===== src/rtl/mips_fetch_pkg.sv =====
// Shared types and constants for the instruction fetch stage.
package mips_fetch_pkg;

    localparam int INSTR_W = 32;
    localparam int ADDR_W  = 32;

    localparam logic [ADDR_W-1:0] DEFAULT_RESET_PC = 32'h0000_0000;
    localparam logic [ADDR_W-1:0] PC_STEP          = 32'd4;

    // RUN: nothing outstanding, WAIT: request in flight, DROP: in-flight response is stale.
    typedef enum logic [1:0] {
        S_RUN  = 2'd0,
        S_WAIT = 2'd1,
        S_DROP = 2'd2
    } fetchState_e;

    // One buffered fetch result as presented to the IF/ID register.
    typedef struct packed {
        logic [INSTR_W-1:0] instr;
        logic [ADDR_W-1:0]  pcIncr;
    } fetchEntry_t;

    // Force a target onto a word boundary.
    function automatic logic [ADDR_W-1:0] alignPc(input logic [ADDR_W-1:0] pc);
        return {pc[ADDR_W-1:2], 2'b00};
    endfunction

endpackage


===== src/rtl/fetch_fifo.sv =====
// Small circular buffer holding fetched instructions until IF/ID takes them.
module fetch_fifo #(
    parameter int DEPTH = 2,
    parameter int WIDTH = 64,
    localparam int CNT_W = $clog2(DEPTH + 1),
    localparam int PTR_W = (DEPTH > 1) ? $clog2(DEPTH) : 1
) (
    input  logic             clk,
    input  logic             rst,
    input  logic             push,
    input  logic [WIDTH-1:0] pushData,
    input  logic             pop,
    input  logic             flush,
    output logic [CNT_W-1:0] count,
    output logic [WIDTH-1:0] headData
);

    logic [WIDTH-1:0] mem [DEPTH];
    logic [PTR_W-1:0] rdPtr;
    logic [PTR_W-1:0] wrPtr;

    // Pointers wrap explicitly so non-power-of-two depths work.
    function automatic logic [PTR_W-1:0] nextPtr(input logic [PTR_W-1:0] p);
        return (p == PTR_W'(DEPTH - 1)) ? '0 : p + PTR_W'(1);
    endfunction

    // Pointer and occupancy tracking; flush empties the buffer in the same edge.
    always_ff @(posedge clk or negedge rst) begin
        // NOTE: state registers use non-blocking assignments so every flop samples pre-edge values.
        if (!rst) begin
            rdPtr <= '0;
            wrPtr <= '0;
            count <= '0;
        end else if (flush) begin
            rdPtr <= '0;
            wrPtr <= '0;
            count <= '0;
        end else begin
            if (push) wrPtr <= nextPtr(wrPtr);
            if (pop)  rdPtr <= nextPtr(rdPtr);
            if (push && !pop)      count <= count + CNT_W'(1);
            else if (pop && !push) count <= count - CNT_W'(1);
        end
    end

    // Entry storage, written at the tail.
    always_ff @(posedge clk) begin
        // NOTE: storage is not reset; count gates every read, so stale contents are never observed.
        if (push && !flush) mem[wrPtr] <= pushData;
    end

    assign headData = mem[rdPtr];

endmodule


===== src/rtl/if_fetch_unit.sv =====
// Instruction fetch: one outstanding memory request, redirect handling, fetch buffer.
module if_fetch_unit
    import mips_fetch_pkg::*;
#(
    parameter logic [ADDR_W-1:0] RESET_PC  = DEFAULT_RESET_PC,
    parameter int                BUF_DEPTH = 2
) (
    input  logic               clk,
    input  logic               rst,
    input  logic               redirect_i,
    input  logic [ADDR_W-1:0]  redirect_pc_i,
    output logic               imem_req_o,
    output logic [ADDR_W-1:0]  imem_addr_o,
    input  logic               imem_rvalid_i,
    input  logic [INSTR_W-1:0] imem_rdata_i,
    output logic               fetch_valid_o,
    input  logic               fetch_ready_i,
    output logic [INSTR_W-1:0] fetch_instr_o,
    output logic [ADDR_W-1:0]  fetch_pc_incr_o
);

    localparam int CNT_W = $clog2(BUF_DEPTH + 1);

    fetchState_e       state;
    fetchState_e       stateNext;
    logic [ADDR_W-1:0] fetchPc;
    logic [ADDR_W-1:0] fetchPcNext;
    logic              doIssue;
    logic              doPush;
    logic              doPop;
    logic [CNT_W-1:0]  bufCount;
    logic [CNT_W-1:0]  postCount;
    fetchEntry_t       pushEntry;
    fetchEntry_t       headEntry;

    // A response is kept only when it belongs to the live request stream.
    assign doPush = (state == S_WAIT) && imem_rvalid_i && !redirect_i;
    assign doPop  = fetch_valid_o && fetch_ready_i;

    // While in WAIT the fetch PC already points one word past the outstanding
    // request, which is exactly the pc+4 that travels with the returning word.
    assign pushEntry = '{instr: imem_rdata_i, pcIncr: fetchPc};

    // Next-state, issue decision and fetch PC update.
    always_comb begin
        // NOTE: every output of this block gets a default first so no latch is inferred.
        stateNext   = state;
        fetchPcNext = fetchPc;
        doIssue     = 1'b0;
        postCount   = bufCount + CNT_W'(doPush) - CNT_W'(doPop);

        if (redirect_i) begin
            // A request still in flight must have its response swallowed.
            stateNext   = (state != S_RUN && !imem_rvalid_i) ? S_DROP : S_RUN;
            fetchPcNext = alignPc(redirect_pc_i);
        end else begin
            // Issuing only when the buffer will still have room guarantees the
            // response always finds a free slot. rst keeps the pulse low in reset.
            doIssue = rst && (postCount < CNT_W'(BUF_DEPTH)) &&
                      ((state == S_RUN) || (state == S_WAIT && imem_rvalid_i));
            case (state)
                S_RUN:   if (doIssue) stateNext = S_WAIT;
                S_WAIT:  if (imem_rvalid_i) stateNext = doIssue ? S_WAIT : S_RUN;
                S_DROP:  if (imem_rvalid_i) stateNext = S_RUN;
                default: stateNext = S_RUN;
            endcase
            if (doIssue) fetchPcNext = fetchPc + PC_STEP;
        end
    end

    // FSM state and fetch PC registers.
    always_ff @(posedge clk or negedge rst) begin
        if (!rst) begin
            state   <= S_RUN;
            fetchPc <= RESET_PC;
        end else begin
            state   <= stateNext;
            fetchPc <= fetchPcNext;
        end
    end

    fetch_fifo #(
        .DEPTH (BUF_DEPTH),
        .WIDTH ($bits(fetchEntry_t))
    ) u_fifo (
        .clk      (clk),
        .rst      (rst),
        .push     (doPush),
        .pushData (pushEntry),
        .pop      (doPop),
        .flush    (redirect_i),
        .count    (bufCount),
        .headData (headEntry)
    );

    assign imem_req_o      = doIssue;
    assign imem_addr_o     = doIssue ? fetchPc : '0;
    assign fetch_valid_o   = (bufCount != '0);
    assign fetch_instr_o   = fetch_valid_o ? headEntry.instr  : '0;
    assign fetch_pc_incr_o = fetch_valid_o ? headEntry.pcIncr : '0;

endmodule


===== config.mk =====
export PLATFORM = sky130hd
export DESIGN_NAME = if_fetch_unit
export DESIGN_NICKNAME = d
export VERILOG_FILES = /design/src/rtl/mips_fetch_pkg.sv /design/src/rtl/fetch_fifo.sv /design/src/rtl/if_fetch_unit.sv
export SDC_FILE = /design/constraint.sdc
export NUM_CORES = 1
export LEC_CHECK = 0
export CORE_AREA = 4 4 108 151
export CTS_CLUSTER_SIZE = 8
export DETAILED_ROUTE_END_ITERATION = 8
export DIE_AREA = 0 0 112 155
export GPL_ROUTABILITY_DRIVEN = 0
export MAX_ROUTING_LAYER = met4
export PLACE_DENSITY = 0.79
export SLEW_MARGIN = 20
export SYNTH_ARGS = -nofsm -noshare
export SYNTH_HDL_FRONTEND = slang
export SYNTH_HIERARCHICAL = 1
export SYNTH_SLANG_ARGS = --single-unit

===== constraint.sdc =====
create_clock -name clk -period 8.7 [get_ports clk]
set_clock_uncertainty 0.05 [all_clocks]
set_input_delay 1.305 -clock clk [delete_from_list [all_inputs] [get_ports clk]]
set_output_delay 1.305 -clock clk [all_outputs]
set_load 0.02 [all_outputs]

==> results_dict.tcl <==
set metrics [dict create \
    intPower_mw 1.82 \
    path_class "in2out" \
    synthDistinctLibCells 50 \
    fp.dieW_um 112 \
    slew_headroom_pct 32.5 \
    grt_pass1_vias 5186 \
    outcome "finished, final reports clean" \
    grt_pass1_wl_um 26300 \
    fin_crit_sh_pct 69.6 \
    num_io_pins 167 \
    drv_cap 0 \
    synth-edff-count 128 \
    areaGrowthSynthToFinish_pct 31.9 \
    place_hpwl_um 10900 \
    cts-root-buf "clkbuf_16" \
    ys.warnings.count 6 \
    end_kind "primary output" \
    setup_tns_ns 0 \
    layout-drive-gt1-share_pct 15.5 \
    core_region_area_um2 14900 \
    totalWireLength_um 16500 \
    netlist.area_leader.share_pct 51.3 \
    clockPowerShare_pct 31.1 \
    crit_fanout 21 \
    syn_area_per_cell_um2 13.5 \
    ctsLongestPathBuffers 2 \
    power_frac_seq_pct 35.6 \
    grt.total_usage_pct 19.6 \
    place_area_um2 9240 \
    comb_power_share_pct 33.2 \
    fillers 1100 \
    nNetsFinal 787 \
    io_buffers 162 \
    drc_errors 0 \
    cts_buffers 17 \
    p_total_mw 2.62 \
    synth_area_um2 7500 \
    start_util_pct 50.2 \
    start_kind "input pin" \
    r2r-end "fetchPc[29]" \
    p_sw_share_pct 30.6 \
    rr_startpoint "u_fifo/count[0]" \
    cts_resized 0 \
    die_h_um 155 \
    num_vias 5000 \
    clock_sinks 164 \
    r2r_cells 8 \
    setup.worst_path.end "imem_addr_o[29]" \
    setup_viol 0 \
    ys_ff_latch 164 \
    timing_worst_slew_pin_value_ns 1.01 \
    timing_hold_violations_final 0 \
    period_needed_ns 6.05 \
    synth_ff_type "edfxtp_1" \
    async_flop_share_pct 22.0 \
    clkTransAtPathRegs_ns 0.06 \
    wire_per_inst_um 17.9 \
    p_per_area_nw_per_um2 265 \
    rows 53 \
    vdd_drop_max_mv 0.134 \
    maxSlewViolCount 0 \
    grt.met1_usage_pct 22.2 \
    drtPass1Iterations 5 \
    top_usage_layer "met2" \
    cp_data_arrival_time_ns 4.70 \
    die_area_um2 17400 \
    fmax_mhz 165 \
    critPathRequiredTime_ns 7.34 \
    grt_max_degree 67 \
    postCtsHoldBufs 0 \
    drtIter0Drc 309 \
    synthTopCellsByArea "edfxtp_1 51%, dfrtp_1 12%, mux2_2 9.6%" \
    post_cts_buffers 0 \
    crit_path_start "fetch_ready_i" \
    worstSkewPairLatency_ns 0.42 \
    yosys-top-cells-count "128 x edfxtp_1, 95 x and2_1, 64 x mux2_2" \
    overflow 0 \
    use_met3_pct 3.11 \
    use_met2_pct 34.7 \
    diodes 0 \
    switchingPower_mw 0.804 \
    synth-seq-area-share_pct 63.3 \
    yosysMostFrequentCell "edfxtp_1" \
    h-tree-depth 4 \
    cts_tree "built" \
    synthCells 555 \
    rsz0062_at_grt "no" \
    leakagePower_nw 3.44 \
    via_per_inst 5.43 \
    antenna_found_initial 0 \
    ant_nets 0 \
    ff2ff_setup_slack_ns 5.04 \
    hold_class "reg2reg" \
    synth_top_area_cell "edfxtp_1" \
    stdcell_area_um2 9890 \
]
cell families (layout without fill, tap and decap cells):
family	after synthesis	in the layout	share of synthesized area, %
compound gates	58	58	5.01
xor+xnor	20	20	2.34
fa+ha+maj	3	3	0.501
buf+inv	39	207	2.79
flops	164	164	63.3
mux	67	67	10.0
other cells	1	6	0.0500
simple gates	203	203	16.0
how the worst min path moves through the flow:
stage	slack [ns]	depth (start not counted)	from	endpoint
finish	0.48	1	state[1]	state[0]
global route	0.49	1	state[1]	state[0]
CTS	0.47	1	state[1]	state[0]
detailed placement	0.47	1	state[1]	state[0]
global placement	0.44	1	state[1]	state[0]
floorplan	0.41	1	state[1]	state[0]
power by group through the flow:
| stage | Sequential (mW) | Clock [mW] | Combinational, mW |
|---|---|---|---|
| 2_1_floorplan | 0.935 | 0 | 0.538 |
| 3_3_place_gp | 0.946 | 0 | 0.866 |
| 3_5_place_dp | 0.950 | 0 | 0.879 |
| 4_1_cts | 0.934 | 0.830 | 0.884 |
| 5_1_grt | 0.941 | 0.867 | 0.930 |
| 6_report | 0.935 | 0.818 | 0.872 |
layout by cell type (no fill, tap or decap), types with 3 or more instances in the layout:
cell type        instances
a22o_1                   3
a31oi_1                 11
and2_1                  95
and3_1                   5
and4_1                   4
buf_4                    6
bufinv_16                5
clkbuf_16               17
clkdlybuf4s50_1        160
conb_1                   6
dfrtp_1                 35
edfxtp_1               128
ha_1                     3
inv_1                    6
inv_6                    4
mux2_2                  64
mux2i_1                  3
nand2_1                 25
nand3_1                 14
nand4_1                  6
nor2_1                  16
nor2b_1                  4
nor3_1                   4
nor4_1                   7
o2111ai_1                7
o21ai_0                 24
or3_1                   11
xnor2_1                  9
xor2_1                  11
metrics by stage:
step                setup WS, ns  std cells  hold WS [ns]  util (%)
finish                      2.65        920         0.478      66.3
detailed placement          2.68        888         0.470      61.9
floorplan                   1.71        560         0.411         -
CTS                         2.62        920         0.471      66.3
global placement            2.79        888         0.437      61.9
global route                2.29        920         0.486      66.3
registers in the layout, summed over array words and instances (netlist names):
signal and count:
u_fifo/count 2, fetchPc 30, u_fifo/wrPtr 1, u_fifo/rdPtr 1, state 2, u_fifo/mem 128
worst max-delay path, stage by stage:
cell             delay (ns)
clkdlybuf4s50_1        0.48
and2_1                 0.19
ha_1                   0.22
xor2_1                 0.29
nor3_1                 0.18
or3_1                  0.49
nor2_1                 0.46
buf_4                  0.31
and2_1                 0.15
clkdlybuf4s50_1        0.61
layer usage:
metal  up-vias  share of wire [%]
met3        29                4.3
met5         -                  0
met4         0                2.0
met2       162                 55
li1       2357                  -
met1      2452                 39
cell type report:
| class | instances | area [µm²] | share of cell area, % |
|---|---|---|---|
| clock buffers | 17 | 425 | 4.30 |
| clock inverters | 15 | 224 | 2.27 |
| inverters | 7 | 26.3 | 0.266 |
| multi-input cells | 357 | 2570 | 26.0 |
| flip-flops and latches | 164 | 4750 | 48.0 |
| well taps | 192 | 240 | 2.43 |
| repair buffers | 168 | 1660 | 16.8 |
Power figures use the tool's default switching activity.
